$ cat src/rtl/mem_access_ctrl.sv
// Load/store sequencer and core/debug arbiter in front of the byte-addressable RV32I data memory.
// Grants one request at a time, checks width/alignment/range, and extends load data.
module mem_access_ctrl #(
  parameter int unsigned WIDTH = 32,
  parameter int unsigned DEPTH = 20
) (
  input  logic             clk,
  input  logic             rst,
  input  logic             core_req,
  input  logic             core_we,
  input  logic [2:0]       core_funct3,
  input  logic [31:0]      core_addr,
  input  logic [WIDTH-1:0] core_wdata,
  output logic             core_ack,
  output logic [WIDTH-1:0] core_rdata,
  output logic             core_fault,
  input  logic             dbg_req,
  input  logic             dbg_we,
  input  logic [31:0]      dbg_addr,
  input  logic [WIDTH-1:0] dbg_wdata,
  output logic             dbg_ack,
  output logic [WIDTH-1:0] dbg_rdata,
  output logic             dbg_fault,
  output logic [DEPTH-1:0] mem_addr,
  output logic [WIDTH-1:0] mem_wdata,
  output logic             mem_wr,
  output logic             mem_rd,
  output logic             mem_one_byte,
  output logic             mem_two_bytes,
  output logic             mem_four_bytes,
  input  logic [WIDTH-1:0] mem_rdata,
  output logic             busy
);

  typedef enum logic [1:0] {StIdle, StAccess, StDone} state_e;

  state_e     state;
  logic       last_grant;  // 1 = dbg was granted last
  logic       grant_dbg;
  logic       req_we;
  logic [2:0] req_funct3;

  logic             pick_dbg;
  logic             sel_req;
  logic             sel_we;
  logic [2:0]       sel_funct3;
  logic [31:0]      sel_addr;
  logic [WIDTH-1:0] sel_wdata;
  logic             sel_fault;
  logic [WIDTH-1:0] ext_rdata;

  always_comb begin
    // Core wins a tie unless it was the last one granted.
    pick_dbg   = dbg_req && (!core_req || !last_grant);
    sel_req    = core_req || dbg_req;
    sel_we     = pick_dbg ? dbg_we : core_we;
    sel_funct3 = pick_dbg ? 3'b010 : core_funct3;
    sel_addr   = pick_dbg ? dbg_addr : core_addr;
    sel_wdata  = pick_dbg ? dbg_wdata : core_wdata;
    sel_fault  = (sel_funct3 == 3'b011) || (sel_funct3 == 3'b110) || (sel_funct3 == 3'b111) ||
                 (sel_we && sel_funct3[2]) ||
                 ((sel_funct3[1:0] == 2'b01) && sel_addr[0]) ||
                 ((sel_funct3[1:0] == 2'b10) && (sel_addr[1:0] != 2'b00)) ||
                 (sel_addr[31:DEPTH] != '0);
  end

  always_comb begin
    ext_rdata = mem_rdata;
    unique case (req_funct3)
      3'b000:  ext_rdata = {{(WIDTH-8){mem_rdata[7]}}, mem_rdata[7:0]};
      3'b001:  ext_rdata = {{(WIDTH-16){mem_rdata[15]}}, mem_rdata[15:0]};
      3'b100:  ext_rdata = {{(WIDTH-8){1'b0}}, mem_rdata[7:0]};
      3'b101:  ext_rdata = {{(WIDTH-16){1'b0}}, mem_rdata[15:0]};
      default: ext_rdata = mem_rdata;
    endcase
  end

  assign busy = (state != StIdle);

  always_ff @(posedge clk) begin
    if (rst) begin
      state          <= StIdle;
      last_grant     <= 1'b1;
      grant_dbg      <= 1'b0;
      req_we         <= 1'b0;
      req_funct3     <= 3'b000;
      core_ack       <= 1'b0;
      core_fault     <= 1'b0;
      core_rdata     <= '0;
      dbg_ack        <= 1'b0;
      dbg_fault      <= 1'b0;
      dbg_rdata      <= '0;
      mem_addr       <= '0;
      mem_wdata      <= '0;
      mem_wr         <= 1'b0;
      mem_rd         <= 1'b0;
      mem_one_byte   <= 1'b0;
      mem_two_bytes  <= 1'b0;
      mem_four_bytes <= 1'b0;
    end else begin
      unique case (state)
        StIdle: begin
          if (sel_req) begin
            last_grant <= pick_dbg;
            grant_dbg  <= pick_dbg;
            req_we     <= sel_we;
            req_funct3 <= sel_funct3;
            if (sel_fault) begin
              // Rejected accesses skip the memory entirely.
              state      <= StDone;
              core_ack   <= !pick_dbg;
              core_fault <= !pick_dbg;
              dbg_ack    <= pick_dbg;
              dbg_fault  <= pick_dbg;
            end else begin
              state          <= StAccess;
              mem_addr       <= sel_addr[DEPTH-1:0];
              mem_wdata      <= sel_wdata;
              mem_wr         <= sel_we;
              mem_rd         <= !sel_we;
              mem_one_byte   <= (sel_funct3[1:0] == 2'b00);
              mem_two_bytes  <= (sel_funct3[1:0] == 2'b01);
              mem_four_bytes <= (sel_funct3[1:0] == 2'b10);
            end
          end
        end
        StAccess: begin
          state          <= StDone;
          mem_addr       <= '0;
          mem_wdata      <= '0;
          mem_wr         <= 1'b0;
          mem_rd         <= 1'b0;
          mem_one_byte   <= 1'b0;
          mem_two_bytes  <= 1'b0;
          mem_four_bytes <= 1'b0;
          core_ack       <= !grant_dbg;
          dbg_ack        <= grant_dbg;
          if (!req_we) begin
            if (grant_dbg) dbg_rdata <= ext_rdata;
            else           core_rdata <= ext_rdata;
          end
        end
        StDone: begin
          state      <= StIdle;
          core_ack   <= 1'b0;
          core_fault <= 1'b0;
          core_rdata <= '0;
          dbg_ack    <= 1'b0;
          dbg_fault  <= 1'b0;
          dbg_rdata  <= '0;
        end
        default: state <= StIdle;
      endcase
    end
  end

endmodule
$ cat config.mk
export PLATFORM = sky130hd
export DESIGN_NAME = mem_access_ctrl
export DESIGN_NICKNAME = d
export VERILOG_FILES = /design/src/rtl/mem_access_ctrl.sv
export SDC_FILE = /design/constraint.sdc
export NUM_CORES = 1
export LEC_CHECK = 0
export CORE_MARGIN = 2
export CORE_UTILIZATION = 44
export DETAILED_ROUTE_END_ITERATION = 6
export PLACE_DENSITY_LB_ADDON = 0.25
export SYNTH_ARGS = -nofsm -noshare
export SYNTH_HDL_FRONTEND = slang
export SYNTH_SLANG_ARGS = --single-unit
$ cat constraint.sdc
create_clock -name clk -period 3.05 [get_ports clk]
set_input_delay 0.61 -clock clk [delete_from_list [all_inputs] [get_ports clk]]
set_output_delay 0.61 -clock clk [all_outputs]
set_load 0.02 [all_outputs]
After elaboration in Yosys (flattened, before gate mapping)
Index checks and enable logic that the tools add are counted.
{ "classes": {"n_eq_ne": 16, "n_mux": 43, "n_reduce_logical": 33} }
{ "op_table": {"columns": ["op", "count"], "rows": [
  ["32-bit two-way mux", 8],
  ["32-bit case mux with 2 select lines", 3],
  ["32-bit case mux with 4 select lines", 1],
  ["20-bit two-way mux", 2],
  ["20-bit case mux with 2 select lines", 1],
  ["1-bit two-way mux", 15],
  ["3-bit AND reduction", 5],
  ["1-bit case mux with 2 select lines", 7],
  ["3-bit equality test, second input constant", 4],
  ["2-bit inequality test, second input constant", 6],
  ["12-bit nonzero test", 1],
  ["2-bit nonzero test", 5],
  ["1-bit logical OR", 8],
  ["1-bit case mux with 3 select lines", 2],
  ["1-bit zero test", 5],
  ["2-bit by 1-bit equality test with 1-bit output, second input constant", 2],
  ["2-bit equality test, second input constant", 2],
  ["1-bit logical AND", 4],
  ["2-bit zero test", 2],
  ["2-bit two-way mux", 2],
  ["2-bit case mux with 2 select lines", 1],
  ["3-bit by 1-bit equality test with 1-bit output, second input constant", 1],
  ["3-bit by 2-bit equality test with 1-bit output, second input constant", 1],
  ["3-bit zero test", 1],
  ["3 further kinds", 3]
]} }
{ "totals": {"regBits": 133, "input_bits": 169} }

Depth between registers and ports, before layout
{ "logic_depth": {"word_depth": 14, "mapped_depth": 9} }

Worst setup path before layout
OpenSTA, ideal clock, no wires.
{ "synth_timing": {"path_kind": "input-to-reg", "startpoint": "input port core_addr[28]", "endpoint": "register core_ack", "t_arrival_ns": 1.990, "required_time_ns": 2.935, "setup_slack_ns": 0.945, "cell_stages": 5, "path_cell_list": "nor4_1 nand4_1 a2111oi_0 nor2_1 o21a_1"} }
{ "synth_via": {"elab_chain_len": 5} }
{ "synth_lines": {"columns": ["element", "line_no", "source"], "rows": [
  ["from (decl)", "12", "input logic [31:0] core_addr,"],
  ["32-bit two-way mux", "58", "sel_addr = pick_dbg ? dbg_addr : core_addr;"],
  ["12-bit nonzero test", "64", "(sel_addr[31:DEPTH] != '0);"],
  ["1-bit logical OR", "63", "((sel_funct3[1:0] == 2'b10) && (sel_addr[1:0] != 2'b00)) ||"],
  ["2-bit inequality test (no line)", null, null],
  ["3-bit AND reduction (no line)", null, null],
  ["to (signal assigned)", "111", "core_ack <= !pick_dbg;"],
  ["to (signal assigned)", "136", "core_ack <= !grant_dbg;"],
  ["to (decl)", "14", "output logic core_ack,"]
]} }
Every way passes these cells.
A chain may end at the register's enable or synchronous reset.

Final worst setup path
{ "layout_timing": {"startpoint": "register state[0]", "endpoint": "output port busy"} }
{ "layout_via": {"elab_chain_len": 1} }
{ "layout_lines": {"columns": ["element", "line_no", "source"], "rows": [
  ["from (decl)", "37", "state_e state;"],
  ["from (signal assigned)", "82", "state <= StIdle;"],
  ["from (signal assigned)", "110", "state <= StDone;"],
  ["from (signal assigned)", "116", "state <= StAccess;"],
  ["2-bit nonzero test", "78", "assign busy = (state != StIdle);"],
  ["to (decl)", "32", "output logic busy"]
]} }
Every way passes these cells.

==> impl_metrics.env <==
export IMPL_outcome="finished clean"
export IMPL_worst_slew_pin_transition_ns=1.17
export IMPL_max_stage_delay_ns=0.69
export IMPL_regToRegEndpoint="core_rdata[23]"
export IMPL_chipHeight_um=120
export IMPL_flow_area_growth_from_synthesis_pct=61.9
export IMPL_worst_setup_path_end_kind="output pin"
export IMPL_asyncSetResetFlopFracSynth_pct=0
export IMPL_timing_critical_path_from="state[0]"
export IMPL_dpl_hpwl_um=13800
export IMPL_r2r_cells=5
export IMPL_placement_cell_area_um2=9010
export IMPL_grt_start_max_net_pins=81
export IMPL_nets=1281
export IMPL_start_util_pct=44.9
export IMPL_cts_hold_buffers_added=0
export IMPL_period_minus_slack_ns=2.76
export IMPL_grt_use_total_pct=27.5
export IMPL_achievable_frequency_mhz=362
export IMPL_synth_net_count=1016
export IMPL_core_um2=13200
export IMPL_postCtsResizedCells=0
export IMPL_final_area_um2=9630
export IMPL_sw_frac_of_total_pct=25.9
export IMPL_route_vias_total=6630
export IMPL_comb_power_share_pct=17.8
export IMPL_power_share_sequential_pct=38.3
export IMPL_launch_instance_of_the_worst_register_to_register_path="state[0]"
export IMPL_path_class_of_the_lowest_slack_min_delay_path="register to register"
export IMPL_drive_gt1_share_pct=5.26
export IMPL_grt_pass1_wl_um=31400
export IMPL_cts_sink_count=133
export IMPL_worstHoldStart="mem_wdata[6]"
export IMPL_synth_warning_count=0
export IMPL_globalRouteOverflowTotal=0
export IMPL_placement_rows=42
export IMPL_number_of_i_o_port_buffers=294
export IMPL_finalWeightedCongestion=0.801
export IMPL_critical_path_peak_fanout=7
export IMPL_fin_setup_tns_ns=0
export IMPL_reg2reg_slack_ns=0.59
export IMPL_synth_seq_cells=133
export IMPL_vdd_drop_max_uv=378
export IMPL_floorplan_die_area_um2=14500
export IMPL_routed_via_density=5.11
export IMPL_number_of_optimization_iterations_in_the_first_detailed_route_pass=5
export IMPL_edff_count_synth=0
export IMPL_period_utilization_pct=90.6
export IMPL_min_path_cells=2
export IMPL_timing_setup_critical_path_class="register to output pin"
export IMPL_cellInternalPower_mw=3.57
export IMPL_maxCapViolCount=0
export IMPL_clock_root_buffer="clkbuf_16"
export IMPL_path_cells="inv_1, ha_1, inv_1, clkdlybuf4s50_1"
export IMPL_antenna_found_initial=0
export IMPL_layout_cells_most_common="nand2_1"
export IMPL_crit_required_ns=2.44
export IMPL_cts_buffers_inserted=17
export IMPL_grt_setup_unrepaired="no"
export IMPL_layout_common_cells="313 x nand2_1, 293 x clkdlybuf4s50_1, 133 x dfxtp_1, 89 x nand3_1, 76 x a21oi_1"
export IMPL_grt_pass1_vias=6343
export IMPL_wl_um=19700
export IMPL_critPathMostFrequentCell="inv_1"
export IMPL_cp_data_arrival_time_ns=2.15
export IMPL_detail_route_drc_violations=0
export IMPL_cts_setup_buffers=0
export IMPL_chipWidth_um=120
export IMPL_worst_slew_margin_rel_pct=21.8
export IMPL_clkTransAtPathRegs_ns=0.06
export IMPL_timing_clock_skew_ns=0.00704
export IMPL_worstHoldEndpoint="mem_wdata[6]"
export IMPL_number_of_i_o_pins=295
export IMPL_finalSetupViolCount=0
export IMPL_htree_levels=4
export IMPL_netlist_instances=843
export IMPL_synthesis_area_um2=5950
export IMPL_post_route_antenna_net_violation_count=0
export IMPL_p_leak_nw=3.63
export IMPL_synth_yosys_seq_area_share_pct=44.8
export IMPL_critical_path_startpoint_category="register"
export IMPL_first_iter_violations=581
export IMPL_switchingPower_mw=1.25
export IMPL_hold_viol_final=0
export IMPL_power_density_over_cell_area_nw_per_um2=501
export IMPL_cts_tree="built"
export IMPL_slowest_stage="clkdlybuf4s50_1"
export IMPL_ys_types=35
export IMPL_clockBufferDepth=2
export IMPL_ys_flop_type="dfxtp_1"
export IMPL_post_drt_wl_per_cell_um=15.2
export IMPL_p_clk_share_pct=44.0
export IMPL_insertion_delay_ns=0.42
export IMPL_drv_slew=0
export IMPL_syn_avg_cell_area_um2=7.05
export IMPL_final_antenna_diode_count=0
[cell type report]
cell class / count / area, µm²
fillers: 1115 / 3610
repair buffers: 312 / 3100
multi-input cells: 638 / 3010
flip-flops and latches: 133 / 2660
clock buffers: 20 / 467
well taps: 176 / 220
clock inverters: 12 / 153
inverters: 6 / 22.5
[worst max path at each step]
stage | endpoint | slack [ns] | cells past startpoint
after floorplan | core_ack | 0.95 | 5
final | busy | 0.29 | 4
after global placement | mem_four_bytes | 0.19 | 7
after CTS | busy | 0.32 | 4
after detailed placement | mem_two_bytes | 0.15 | 7
after global routing | busy | 0.21 | 4
[Yosys cell counts (4+ instances only)]
cell      number  share of area [%]
nor2b_1        9               0.95
o21ai_0       58                4.9
buf_4          7               0.88
nand2b_1      17                1.8
ha_1           4               0.84
inv_1          6               0.38
a21oi_1       77                6.5
dfxtp_1      133                 45
nand2_1      313                 20
nor4_1         7               0.74
nor2_1        17                1.1
mux2i_1        4               0.67
o21ai_1       13                1.1
clkbuf_1      56                3.5
nand3_1       89                7.5
[state kept, by name, summed over array words and instances (netlist names)]
signal / flops
dbg_rdata: 32
dbg_fault: 1
mem_rd: 1
mem_wr: 1
core_fault: 1
last_grant: 1
core_rdata: 32
mem_four_bytes: 1
mem_addr: 20
core_ack: 1
req_funct3: 3
mem_two_bytes: 1
grant_dbg: 1
state: 2
mem_wdata: 32
req_we: 1
dbg_ack: 1
mem_one_byte: 1
[power groups by stage]
stage / clock, mW / combinational, mW / sequential (mW)
6_report: 2.12 / 0.856 / 1.84
5_1_grt: 2.22 / 0.934 / 1.85
4_1_cts: 2.15 / 0.857 / 1.85
3_5_place_dp: 0 / 0.852 / 1.88
3_3_place_gp: 0 / 0.848 / 1.88
2_1_floorplan: 0 / 0.338 / 1.95
[metal layers]
metal | part of all wire (%) | vias to the layer above | GRT usage (%)
li1 | - | 3322 | -
met1 | 40 | 3001 | 31.8
met2 | 50 | 271 | 47.7
met3 | 7.8 | 36 | 7.83
met4 | 3.0 | 0 | 11.6
met5 | 0 | - | 0
[cells by family after synthesis]
| group | after synthesis | synth area share (%) |
|---|---|---|
| muxes | 5 | 0.863 |
| buffers and inverters | 72 | 5.11 |
| adders and majority gates | 4 | 0.842 |
| AOI/OAI and AO/OA | 166 | 15.4 |
| DFF | 133 | 44.8 |
| and+or+nand+nor | 463 | 33.0 |
[through the flow]
stage | hold slack (ns) | setup WS [ns] | cells | utilization (%) | total power [mW]
final | 0.447 | 0.288 | 1297 | 72.7 | 4.82
after floorplan | 0.477 | 0.945 | 843 | - | 2.29
after global routing | 0.463 | 0.206 | 1297 | 72.7 | 5.01
after detailed placement | 0.442 | 0.147 | 1265 | 68.0 | 2.73
after CTS | 0.448 | 0.319 | 1297 | 72.7 | 4.85
after global placement | 0.436 | 0.188 | 1265 | 68.0 | 2.73
[worst max-delay path: cells and delay by family, from the launching register on]
family	cells	cell delay, ns
buffers and inverters	3	1.04
DFF	1	0.40
adders and majority gates	1	0.30
No activity file was read; power rests on OpenSTA's default activity.
